File: config.mk
export PLATFORM = sky130hd
export DESIGN_NAME = one_port_ram_ctrl
export DESIGN_NICKNAME = d
export VERILOG_FILES = /design/src/rtl/one_port_ram_ctrl.sv
export SDC_FILE = /design/constraint.sdc
export NUM_CORES = 1
export LEC_CHECK = 0
export BUFFER_PORTS_ARGS = -buffer_cell sky130_fd_sc_hd__buf_2
export CAP_MARGIN = 15
export CORE_MARGIN = 2
export CORE_UTILIZATION = 39
export DETAILED_ROUTE_END_ITERATION = 10
export GPL_TIMING_DRIVEN = 1
export PLACE_DENSITY = 0.74
export SYNTH_ARGS = -nofsm -noshare
export SYNTH_HDL_FRONTEND = slang
export SYNTH_SLANG_ARGS = --single-unit
File: constraint.sdc
create_clock -name clk -period 1.3 [get_ports clk]
set_input_delay 0.13 -clock clk [delete_from_list [all_inputs] [get_ports clk]]
set_output_delay 0.13 -clock clk [all_outputs]
set_load 0.05 [all_outputs]
File: src/rtl/one_port_ram_ctrl.sv
// one_port_ram_ctrl: requester-side controller for a single-port RAM with a
// registered address. A valid/ready request stream (read or write) is turned
// into RAM port activity. Read data returns on a valid/ready response channel
// with a two-cycle latency, and only one read is outstanding at a time.
//
// Optional feature macro: RAM_CTRL_CLEAR_ON_RESET_EN
//   When it is defined, every address is written with zero after reset (one
//   address per cycle) before requests are accepted. While the sweep runs,
//   busy is high.
//
// Ports:
//   clk, rst         single clock; synchronous active-high reset
//   req_valid/ready  request handshake; req_we=1 write, 0 read
//   req_addr/data    request address and write data
//   rsp_valid/ready  read response handshake
//   rsp_data/addr    read data and the address it came from
//   busy             clear sweep in progress (tied 0 without the feature)
//   ram_*            connection to the RAM (data_in, addr, we / data_out, addr_out)
module one_port_ram_ctrl #(
  parameter int unsigned DATA_WIDTH = 4,
  parameter int unsigned ADDR_WIDTH = 6
) (
  input  logic                  clk,
  input  logic                  rst,
  input  logic                  req_valid,
  output logic                  req_ready,
  input  logic                  req_we,
  input  logic [ADDR_WIDTH-1:0] req_addr,
  input  logic [DATA_WIDTH-1:0] req_data,
  output logic                  rsp_valid,
  input  logic                  rsp_ready,
  output logic [DATA_WIDTH-1:0] rsp_data,
  output logic [ADDR_WIDTH-1:0] rsp_addr,
  output logic                  busy,
  output logic [DATA_WIDTH-1:0] ram_data_in,
  output logic [ADDR_WIDTH-1:0] ram_addr,
  output logic                  ram_we,
  input  logic [DATA_WIDTH-1:0] ram_data_out,
  input  logic [ADDR_WIDTH-1:0] ram_addr_out
);

  typedef enum logic [1:0] {
    ST_CLEAR   = 2'd0,
    ST_IDLE    = 2'd1,
    ST_RD_WAIT = 2'd2,
    ST_RSP     = 2'd3
  } state_t;

`ifdef RAM_CTRL_CLEAR_ON_RESET_EN
  localparam state_t                  RST_STATE = ST_CLEAR;
  localparam logic [ADDR_WIDTH-1:0]   CNT_LAST  = '1;
  logic [ADDR_WIDTH-1:0] clr_cnt;
`else
  localparam state_t                  RST_STATE = ST_IDLE;
`endif

  state_t                state;
  logic [ADDR_WIDTH-1:0] rd_addr;
  logic                  accept;

  // Requests are only taken in IDLE; reset blocks acceptance in the same cycle.
  assign req_ready = (state == ST_IDLE) && !rst;
  assign accept    = req_valid && req_ready;

`ifdef RAM_CTRL_CLEAR_ON_RESET_EN
  assign busy = (state == ST_CLEAR) && !rst;
`else
  assign busy = 1'b0;
`endif

  // RAM port drive: request passes straight through in IDLE so a write lands
  // on the accept edge; RD_WAIT keeps the read address on the port.
  always_comb begin
    ram_addr    = req_addr;
    ram_data_in = req_data;
    ram_we      = 1'b0;
    case (state)
      ST_IDLE:    ram_we = accept && req_we;
      ST_RD_WAIT: ram_addr = rd_addr;
`ifdef RAM_CTRL_CLEAR_ON_RESET_EN
      ST_CLEAR: begin
        ram_addr    = clr_cnt;
        ram_data_in = '0;
        ram_we      = !rst;
      end
`endif
      default: ;
    endcase
  end

  // Control FSM and registered response channel.
  always_ff @(posedge clk) begin
    if (rst) begin
      state     <= RST_STATE;
      rd_addr   <= '0;
      rsp_valid <= 1'b0;
      rsp_data  <= '0;
      rsp_addr  <= '0;
`ifdef RAM_CTRL_CLEAR_ON_RESET_EN
      clr_cnt   <= '0;
`endif
    end else begin
      case (state)
`ifdef RAM_CTRL_CLEAR_ON_RESET_EN
        ST_CLEAR: begin
          clr_cnt <= clr_cnt + ADDR_WIDTH'(1);
          if (clr_cnt == CNT_LAST) state <= ST_IDLE;
        end
`endif
        ST_IDLE: begin
          if (accept && !req_we) begin
            rd_addr <= req_addr;
            state   <= ST_RD_WAIT;
          end
        end
        // RAM output is valid this cycle for the address latched on accept.
        ST_RD_WAIT: begin
          rsp_data  <= ram_data_out;
          rsp_addr  <= ram_addr_out;
          rsp_valid <= 1'b1;
          state     <= ST_RSP;
        end
        ST_RSP: begin
          if (rsp_ready) begin
            rsp_valid <= 1'b0;
            state     <= ST_IDLE;
          end
        end
        default: state <= ST_IDLE;
      endcase
    end
  end

endmodule

==> metrics.txt, run 1 <==
# TYPE chip_impl_metric gauge
chip_impl_metric{name="chipWidth",unit="µm"} 52.3
chip_impl_metric{name="global_route_wire_length_before_repair",unit="µm"} 3270
chip_impl_metric{name="antenna_found_initial",unit=""} 0
chip_impl_metric{name="final_hold_viol_count",unit=""} 0
chip_impl_metric{name="peakVddDrop",unit="mV"} 0.838
chip_impl_metric{name="p_sw",unit="mW"} 0.771
chip_impl_metric{name="maximum_clock_insertion_buffer_count",unit=""} 2
chip_impl_metric{name="routed-wl-met2",unit="µm"} 1130
chip_impl_info{name="violations",value="setup timing"} 1
chip_impl_metric{name="wirelength_met1",unit="µm"} 846
chip_impl_metric{name="detailedRoute.firstPassIterationCount",unit=""} 3
chip_impl_metric{name="drt-total-wl",unit="µm"} 2080
chip_impl_metric{name="fraction_of_the_yosys_area_taken_by_sequential_cells",unit="%"} 41.8
chip_impl_metric{name="power.share.sequential",unit="%"} 34.8
chip_impl_metric{name="route.detailed.vias_per_inst",unit=""} 4.58
chip_impl_metric{name="hold_ws",unit="ns"} 0.0524
chip_impl_metric{name="syn_to_final_growth",unit="%"} 50.6
chip_impl_info{name="top_layer_used",value="met4"} 1
chip_impl_metric{name="fin_ws",unit="ns"} -0.309
chip_impl_metric{name="postRouteAntennaNets",unit=""} 0
chip_impl_metric{name="synth_seq_cells",unit=""} 19
chip_impl_metric{name="fraction_of_final_layout_cells_with_drive_strength_greater_than_1",unit="%"} 52.6
chip_impl_metric{name="cts_made_buffers",unit=""} 3
chip_impl_metric{name="r2r_slack",unit="ns"} -0.08
chip_impl_metric{name="regArea",unit="µm²"} 388
chip_impl_metric{name="grt_start_max_net_pins",unit=""} 15
chip_impl_metric{name="clk_transition_reported_paths",unit="ns"} 0.11
chip_impl_metric{name="power_density",unit="nW/µm²"} 1500
chip_impl_info{name="grt_setup_unrepaired",value="yes"} 1
chip_impl_metric{name="synth_top_cell_area_share",unit="%"} 41.8
chip_impl_metric{name="leakagePower",unit="nW"} 0.630
chip_impl_info{name="setup.worst_path.end_class",value="output port"} 1
chip_impl_info{name="post_synth_main_area_contributors",value="dfxtp_1 42%, mux2i_1 19%, mux2_2 8.7%"} 1
chip_impl_metric{name="worstPathMaxFanout",unit=""} 5
chip_impl_metric{name="met3WireLength",unit="µm"} 72
chip_impl_info{name="hp-class",value="in -> reg"} 1
chip_impl_metric{name="detailedPlacementHpwl",unit="µm"} 1460
chip_impl_metric{name="arrival",unit="ns"} 1.48
chip_impl_metric{name="syn-mean-instance-area",unit="µm²"} 10.1
chip_impl_metric{name="postSynthCellCount",unit=""} 90
chip_impl_info{name="top_library_cells_by_usage_in_the_layout_fill_and_taps_aside",value="31 x buf_2, 20 x nor2_1, 17 x dfxtp_1"} 1
chip_impl_info{name="timing.critical_path.from_type",value="flop"} 1
chip_impl_metric{name="drtIter0Drc",unit=""} 2
chip_impl_metric{name="start_util",unit="%"} 41.1
chip_impl_metric{name="boundaryPins",unit=""} 49
chip_impl_info{name="hold_wc_startpoint",value="ram_addr_out[3]"} 1
chip_impl_metric{name="synth-warning-count",unit=""} 0
chip_impl_metric{name="cp.required",unit="ns"} 1.17
chip_impl_metric{name="routability_congestion_estimate",unit=""} 0.697
chip_impl_metric{name="swShare",unit="%"} 37.6
chip_impl_metric{name="diodes",unit=""} 0
chip_impl_metric{name="instances_no_fill",unit=""} 163
chip_impl_metric{name="multi_input_area",unit="µm²"} 503
chip_impl_info{name="critical_path.endpoint",value="ram_addr[0]"} 1
chip_impl_info{name="regToRegStartpoint",value="state[1]$_SDFFE_PP0P_"} 1
chip_impl_metric{name="design.core.area",unit="µm²"} 2210
chip_impl_metric{name="final.setup_skew",unit="ns"} 0.00585
chip_impl_metric{name="port_buffers",unit=""} 39
chip_impl_metric{name="post-route-period-util",unit="%"} 124
chip_impl_metric{name="grt_overflow",unit=""} 0
chip_impl_info{name="worstSetupPathType",value="reg -> out"} 1
chip_impl_metric{name="post_synth_design_cell_area",unit="µm²"} 910
chip_impl_info{name="critical_path.startpoint",value="state[0]$_SDFFE_PP1P_"} 1
chip_impl_metric{name="clockPowerShare",unit="%"} 15.1
chip_impl_metric{name="power.internal",unit="mW"} 1.28
chip_impl_metric{name="routed_wire_length_per_instance",unit="µm"} 12.8
chip_impl_info{name="tritoncts_clock_tree",value="built"} 1
chip_impl_metric{name="maxCapViolCount",unit=""} 0
chip_impl_metric{name="synth.distinct_cells",unit=""} 18
chip_impl_metric{name="pwr-share-comb",unit="%"} 50.1
chip_impl_metric{name="die_height",unit="µm"} 52.3
chip_impl_metric{name="totalPowerFinal",unit="mW"} 2.05
chip_impl_metric{name="clock_latency",unit="ns"} 0.31
chip_impl_metric{name="timing.final.max_slew_violations",unit=""} 0
chip_impl_metric{name="htree_levels",unit=""} 1
chip_impl_metric{name="detail_route.drc_violations",unit=""} 0
chip_impl_info{name="layout_commonest_cell",value="buf_2"} 1
chip_impl_metric{name="max_clock_freq",unit="MHz"} 622
chip_impl_metric{name="report.final.setup_viol",unit=""} 16
chip_impl_metric{name="grt_use_total",unit="%"} 16.7
chip_impl_metric{name="cts_hold_repair.buffers",unit=""} 0
chip_impl_metric{name="fillers",unit=""} 186
chip_impl_metric{name="vias_in_the_first_global_route",unit=""} 715
chip_impl_info{name="reg2reg_to",value="rd_addr[0]$_SDFFE_PP0P_"} 1
chip_impl_metric{name="place.detailed.instances",unit=""} 156
chip_impl_info{name="ctsRootBufferMaster",value="clkbuf_4"} 1
chip_impl_metric{name="number_of_sinks_driven_by_the_clock_tree",unit=""} 19
chip_impl_metric{name="post-route-min-period",unit="ns"} 1.61
chip_impl_metric{name="rows",unit=""} 17
chip_impl_metric{name="vias",unit=""} 747
chip_impl_metric{name="worst_r2r_path_depth",unit=""} 6
chip_impl_info{name="synth_top_cell_by_area",value="dfxtp_1"} 1
chip_impl_metric{name="die_area",unit="µm²"} 2730
chip_impl_metric{name="postSynthNetCount",unit=""} 119
chip_impl_metric{name="finalNetCount",unit=""} 165
chip_impl_info{name="status",value="complete, but fails checks"} 1
Yosys cell counts:
cell	instances
buf_6	1
conb_1	1
buf_4	7
buf_2	2
a21oi_1	1
nor2_1	20
and2b_1	2
inv_1	2
nand2_1	1
and4bb_1	1
and3_1	1
nor2b_1	2
dfxtp_1	19
mux2i_1	17
mux2_2	7
ha_1	4
a21oi_2	1
nand2b_1	1
final cells by class:
cell class                 count  area share, %
multi-input combinational     59           36.7
timing repair buffer          51           30.0
sequential                    19           28.3
tap                           28           2.56
clock buffer                   4           1.92
inverter                       2          0.548
registers in the layout, indices dropped and copies added (netlist names):
register and count:
rd_addr 6, rsp_addr 6, rsp_data 4, state 2, rsp_valid 1
power by group through the flow:
stage / sequential (mW) / combinational, mW / clock [mW]
after CTS: 0.709 / 0.974 / 0.315
final: 0.715 / 1.03 / 0.309
after detailed placement: 0.707 / 0.802 / 0
after global routing: 0.723 / 1.09 / 0.348
after floorplan: 0.817 / 0.493 / 0
after global placement: 0.699 / 0.783 / 0
through the flow:
step           instance area, µm²  worst slack, ns  utilization, %  setup TNS [ns]
2_1_floorplan                 917           0.0240               -               0
3_3_place_gp                 1140          -0.0514            51.6          -0.428
3_5_place_dp                 1140           -0.101            51.6          -0.843
4_1_cts                      1320           -0.303            59.6           -2.60
5_1_grt                      1370           -0.354            61.9           -3.58
6_report                     1370           -0.309            61.9           -2.77
metal layers:
metal  track usage [%]  up-vias
li1                  -      383
met1              19.7      347
met2              27.9       15
met3              3.43        2
met4              9.40        0
met5                 0        -
timing repair:
item | 4_1_cts | 5_1_grt
buffers inserted | 2 | 1
setup endpoints to repair | 24 | 26
cloned | 0 | 1
pin swaps | 1 | 1
resized for setup | 41 | 7
cells by family (layout without fill, tap and decap cells):
family                   after synthesis  count (layout)  synth area share [%]
flip-flops                            19              19                  41.8
adder cells (fa/ha/maj)                4               4                  5.50
buffers and inverters                 12              57                  8.94
AO/OA/AOI/OAI                          2               2                  1.51
AND/OR/NAND/NOR                       28              28                  14.4
other                                  1               1                 0.412
multiplexers                          24              24                  27.4
worst min-delay path by stage:
stage,end,cells past startpoint,slack [ns]
global placement,ram_data_in[0],0,0.26
global route,rsp_data[2]$_SDFFE_PP0P_,3,0.05
detailed placement,ram_data_in[0],0,0.26
finish,rsp_addr[3]$_SDFFE_PP0P_,3,0.05
CTS,rsp_addr[3]$_SDFFE_PP0P_,3,0.05
floorplan,rd_addr[0]$_SDFFE_PP0P_,2,0.28
critical path: stages, from the launching register on:
cell and delay [ns]:
dfxtp_4 0.38, inv_2 0.04, ha_4 0.15, buf_6 0.13
mux2_4 0.31, buf_8 0.15
Power figures use the tool's default switching activity.
==> run 2: changes to the inputs <==
Settings changed: REMOVE_ABC_BUFFERS set to 1.
==> run 2 against run 1 <==
The run still ends with setup timing left. Combinational power shrank 8%. Register-to-register slack better by 0.06 ns. Clock skew shrank 0.00062 ns. Sequential share of layout area grew 1.6 points. Critical endpoint unchanged. Largest power group unchanged. Via count rose by 0.54%.
==> metrics.txt, run 2 (synthesis results as in run 1) <==
# TYPE chip_impl_metric gauge
chip_impl_info{name="status",value="complete, but fails checks"} 1
chip_impl_info{name="violations",value="setup timing"} 1
chip_impl_metric{name="drtIter0Drc",unit=""} 4
chip_impl_metric{name="clock_latency",unit="ns"} 0.30
chip_impl_metric{name="power_density",unit="nW/µm²"} 1520
chip_impl_metric{name="cts_made_buffers",unit=""} 3
chip_impl_metric{name="chipWidth",unit="µm"} 52.3
chip_impl_metric{name="dp_worst_setup_slack",unit="ns"} -0.130
chip_impl_metric{name="regArea",unit="µm²"} 388
chip_impl_metric{name="number_of_sinks_driven_by_the_clock_tree",unit=""} 19
chip_impl_metric{name="die_area",unit="µm²"} 2730
chip_impl_info{name="ctsRootBufferMaster",value="clkbuf_4"} 1
chip_impl_metric{name="route.detailed.vias_per_inst",unit=""} 4.66
chip_impl_metric{name="detail_route.drc_violations",unit=""} 0
chip_impl_metric{name="maxCapViolCount",unit=""} 0
chip_impl_metric{name="diodes",unit=""} 0
chip_impl_metric{name="htree_levels",unit=""} 1
chip_impl_metric{name="peakVddDrop",unit="mV"} 0.904
chip_impl_metric{name="postPlaceCellArea",unit="µm²"} 1130
chip_impl_metric{name="fillers",unit=""} 202
chip_impl_metric{name="vias",unit=""} 751
chip_impl_metric{name="finalNetCount",unit=""} 163
chip_impl_metric{name="port_buffers",unit=""} 39
chip_impl_metric{name="post-route-min-period",unit="ns"} 1.56
chip_impl_metric{name="max_clock_freq",unit="MHz"} 642
chip_impl_info{name="tritoncts_clock_tree",value="built"} 1
chip_impl_info{name="hp-class",value="in -> reg"} 1
chip_impl_info{name="grt_setup_unrepaired",value="yes"} 1
chip_impl_metric{name="report.final.setup_viol",unit=""} 10
chip_impl_metric{name="fraction_of_final_layout_cells_with_drive_strength_greater_than_1",unit="%"} 51.1
chip_impl_metric{name="routed_wire_length_per_instance",unit="µm"} 12.5
chip_impl_metric{name="design.core.area",unit="µm²"} 2210
chip_impl_info{name="top_library_cells_by_usage_in_the_layout_fill_and_taps_aside",value="31 x buf_2, 20 x nor2_1, 17 x mux2i_1, 17 x dfxtp_1, 9 x buf_4"} 1
chip_impl_info{name="layout_commonest_cell",value="buf_2"} 1
chip_impl_metric{name="place.detailed.instances",unit=""} 154
chip_impl_metric{name="boundaryPins",unit=""} 49
chip_impl_metric{name="postRouteAntennaNets",unit=""} 0
chip_impl_metric{name="antenna_found_initial",unit=""} 0
chip_impl_metric{name="cp.required",unit="ns"} 1.17
chip_impl_info{name="regToRegStartpoint",value="state[0]$_SDFFE_PP1P_"} 1
chip_impl_metric{name="start_util",unit="%"} 41.1
chip_impl_metric{name="detailedRoute.firstPassIterationCount",unit=""} 4
chip_impl_metric{name="syn_to_final_growth",unit="%"} 42.5
chip_impl_metric{name="final.setup_skew",unit="ns"} 0.00523
chip_impl_metric{name="grt_use_total",unit="%"} 15.7
chip_impl_metric{name="routability_congestion_estimate",unit=""} 0.664
chip_impl_info{name="setup.worst_path.end_class",value="output port"} 1
chip_impl_info{name="min_to",value="rd_addr[4]$_SDFFE_PP0P_"} 1
chip_impl_info{name="hold_wc_startpoint",value="rst"} 1
chip_impl_metric{name="hold_path_depth",unit=""} 2
chip_impl_info{name="reg2reg_to",value="state[1]$_SDFFE_PP0P_"} 1
chip_impl_metric{name="leakagePower",unit="nW"} 0.607
chip_impl_info{name="timing.critical_path.from_type",value="flop"} 1
chip_impl_metric{name="timing.final.max_slew_violations",unit=""} 0
chip_impl_metric{name="r2r_slack",unit="ns"} -0.02
chip_impl_metric{name="post-route-period-util",unit="%"} 120
chip_impl_metric{name="worst_r2r_path_depth",unit=""} 4
chip_impl_metric{name="detailedPlacementHpwl",unit="µm"} 1370
chip_impl_metric{name="rows",unit=""} 17
chip_impl_info{name="reg_top3",value="rd_addr x6, rsp_addr x6, rsp_data x4"} 1
chip_impl_metric{name="final_cell_area",unit="µm²"} 1300
chip_impl_metric{name="vias_in_the_first_global_route",unit=""} 717
chip_impl_metric{name="grt_start_max_net_pins",unit=""} 21
chip_impl_metric{name="instances_no_fill",unit=""} 161
chip_impl_info{name="worstSetupPathType",value="reg -> out"} 1
chip_impl_metric{name="arrival",unit="ns"} 1.43
chip_impl_metric{name="grt_overflow",unit=""} 0
chip_impl_metric{name="maximum_clock_insertion_buffer_count",unit=""} 2
chip_impl_metric{name="multi_input_area",unit="µm²"} 489
chip_impl_metric{name="drt-total-wl",unit="µm"} 2010
chip_impl_metric{name="die_height",unit="µm"} 52.3
chip_impl_metric{name="global_route_wire_length_before_repair",unit="µm"} 3170
chip_impl_metric{name="worstPathMaxFanout",unit=""} 8
chip_impl_metric{name="final_hold_viol_count",unit=""} 0
chip_impl_metric{name="clk_transition_reported_paths",unit="ns"} 0.11
chip_impl_metric{name="fin_ws",unit="ns"} -0.257
## run 2: changes by cell type in the layout (fill, tap and decap cells not counted), sizes merged
cell,change
buf,-1
clkbuf,-2
clkinv,+1
## run 2: worst max-delay path, cell delays in order, from the launching register on
cell     delay, ns
dfxtp_4       0.38
inv_4         0.06
ha_4          0.20
mux2_4        0.34
buf_8         0.15
## run 2: per-stage QoR
step	hold WS (ns)	setup TNS [ns]	power, mW	utilization [%]
after floorplan	0.202	-3.13	1.24	-
after global placement	0.260	-0.900	1.45	51.1
after detailed placement	0.260	-1.34	1.48	51.1
after CTS	0.0391	-1.77	1.94	57.5
after global routing	0.0503	-2.60	2.08	58.6
final	0.0498	-1.87	1.97	58.6
## run 2: power breakdown
| part | internal, mW | switching (mW) |
|---|---|---|
| Sequential | 0.663 | 0.0596 |
| Combinational | 0.441 | 0.511 |
| Clock | 0.115 | 0.184 |
## run 2: worst max path at each step
stage / endpoint / cells past startpoint / startpoint
floorplan: ram_we / 3 / state[0]$_SDFFE_PP1P_
global placement: ram_addr[4] / 5 / state[0]$_SDFFE_PP1P_
detailed placement: rd_addr[0]$_SDFFE_PP0P_ / 4 / state[0]$_SDFFE_PP1P_
CTS: ram_addr[1] / 4 / state[0]$_SDFFE_PP1P_
global route: ram_addr[1] / 4 / state[0]$_SDFFE_PP1P_
finish: ram_addr[0] / 4 / state[0]$_SDFFE_PP1P_
## run 2: layer usage
layer	track usage [%]	part of all wire, %	wire, µm	up-vias
li1	-	-	-	374
met1	19.5	44	886	338
met2	25.8	47	947	35
met3	3.14	7.0	140	4
met4	7.69	1.8	36	0
met5	0	0	0	-
## run 2: layout make-up
class	count	share of cell area, %
clock buffer	3	1.74
clock inverter	1	0.386
inverter	2	0.772
multi-input combinational	59	37.7
sequential	19	29.9
tap	28	2.70
timing repair buffer	49	26.7
## run 2: timing repair
action / CTS / global route
buffers inserted: 2 / 2
pin swaps: 3 / 0
hold buffers: 0 / 0
resized for setup: 38 / 3
hold endpoints to repair: 0 / 0
endpoints found under the setup margin: 18 / 15
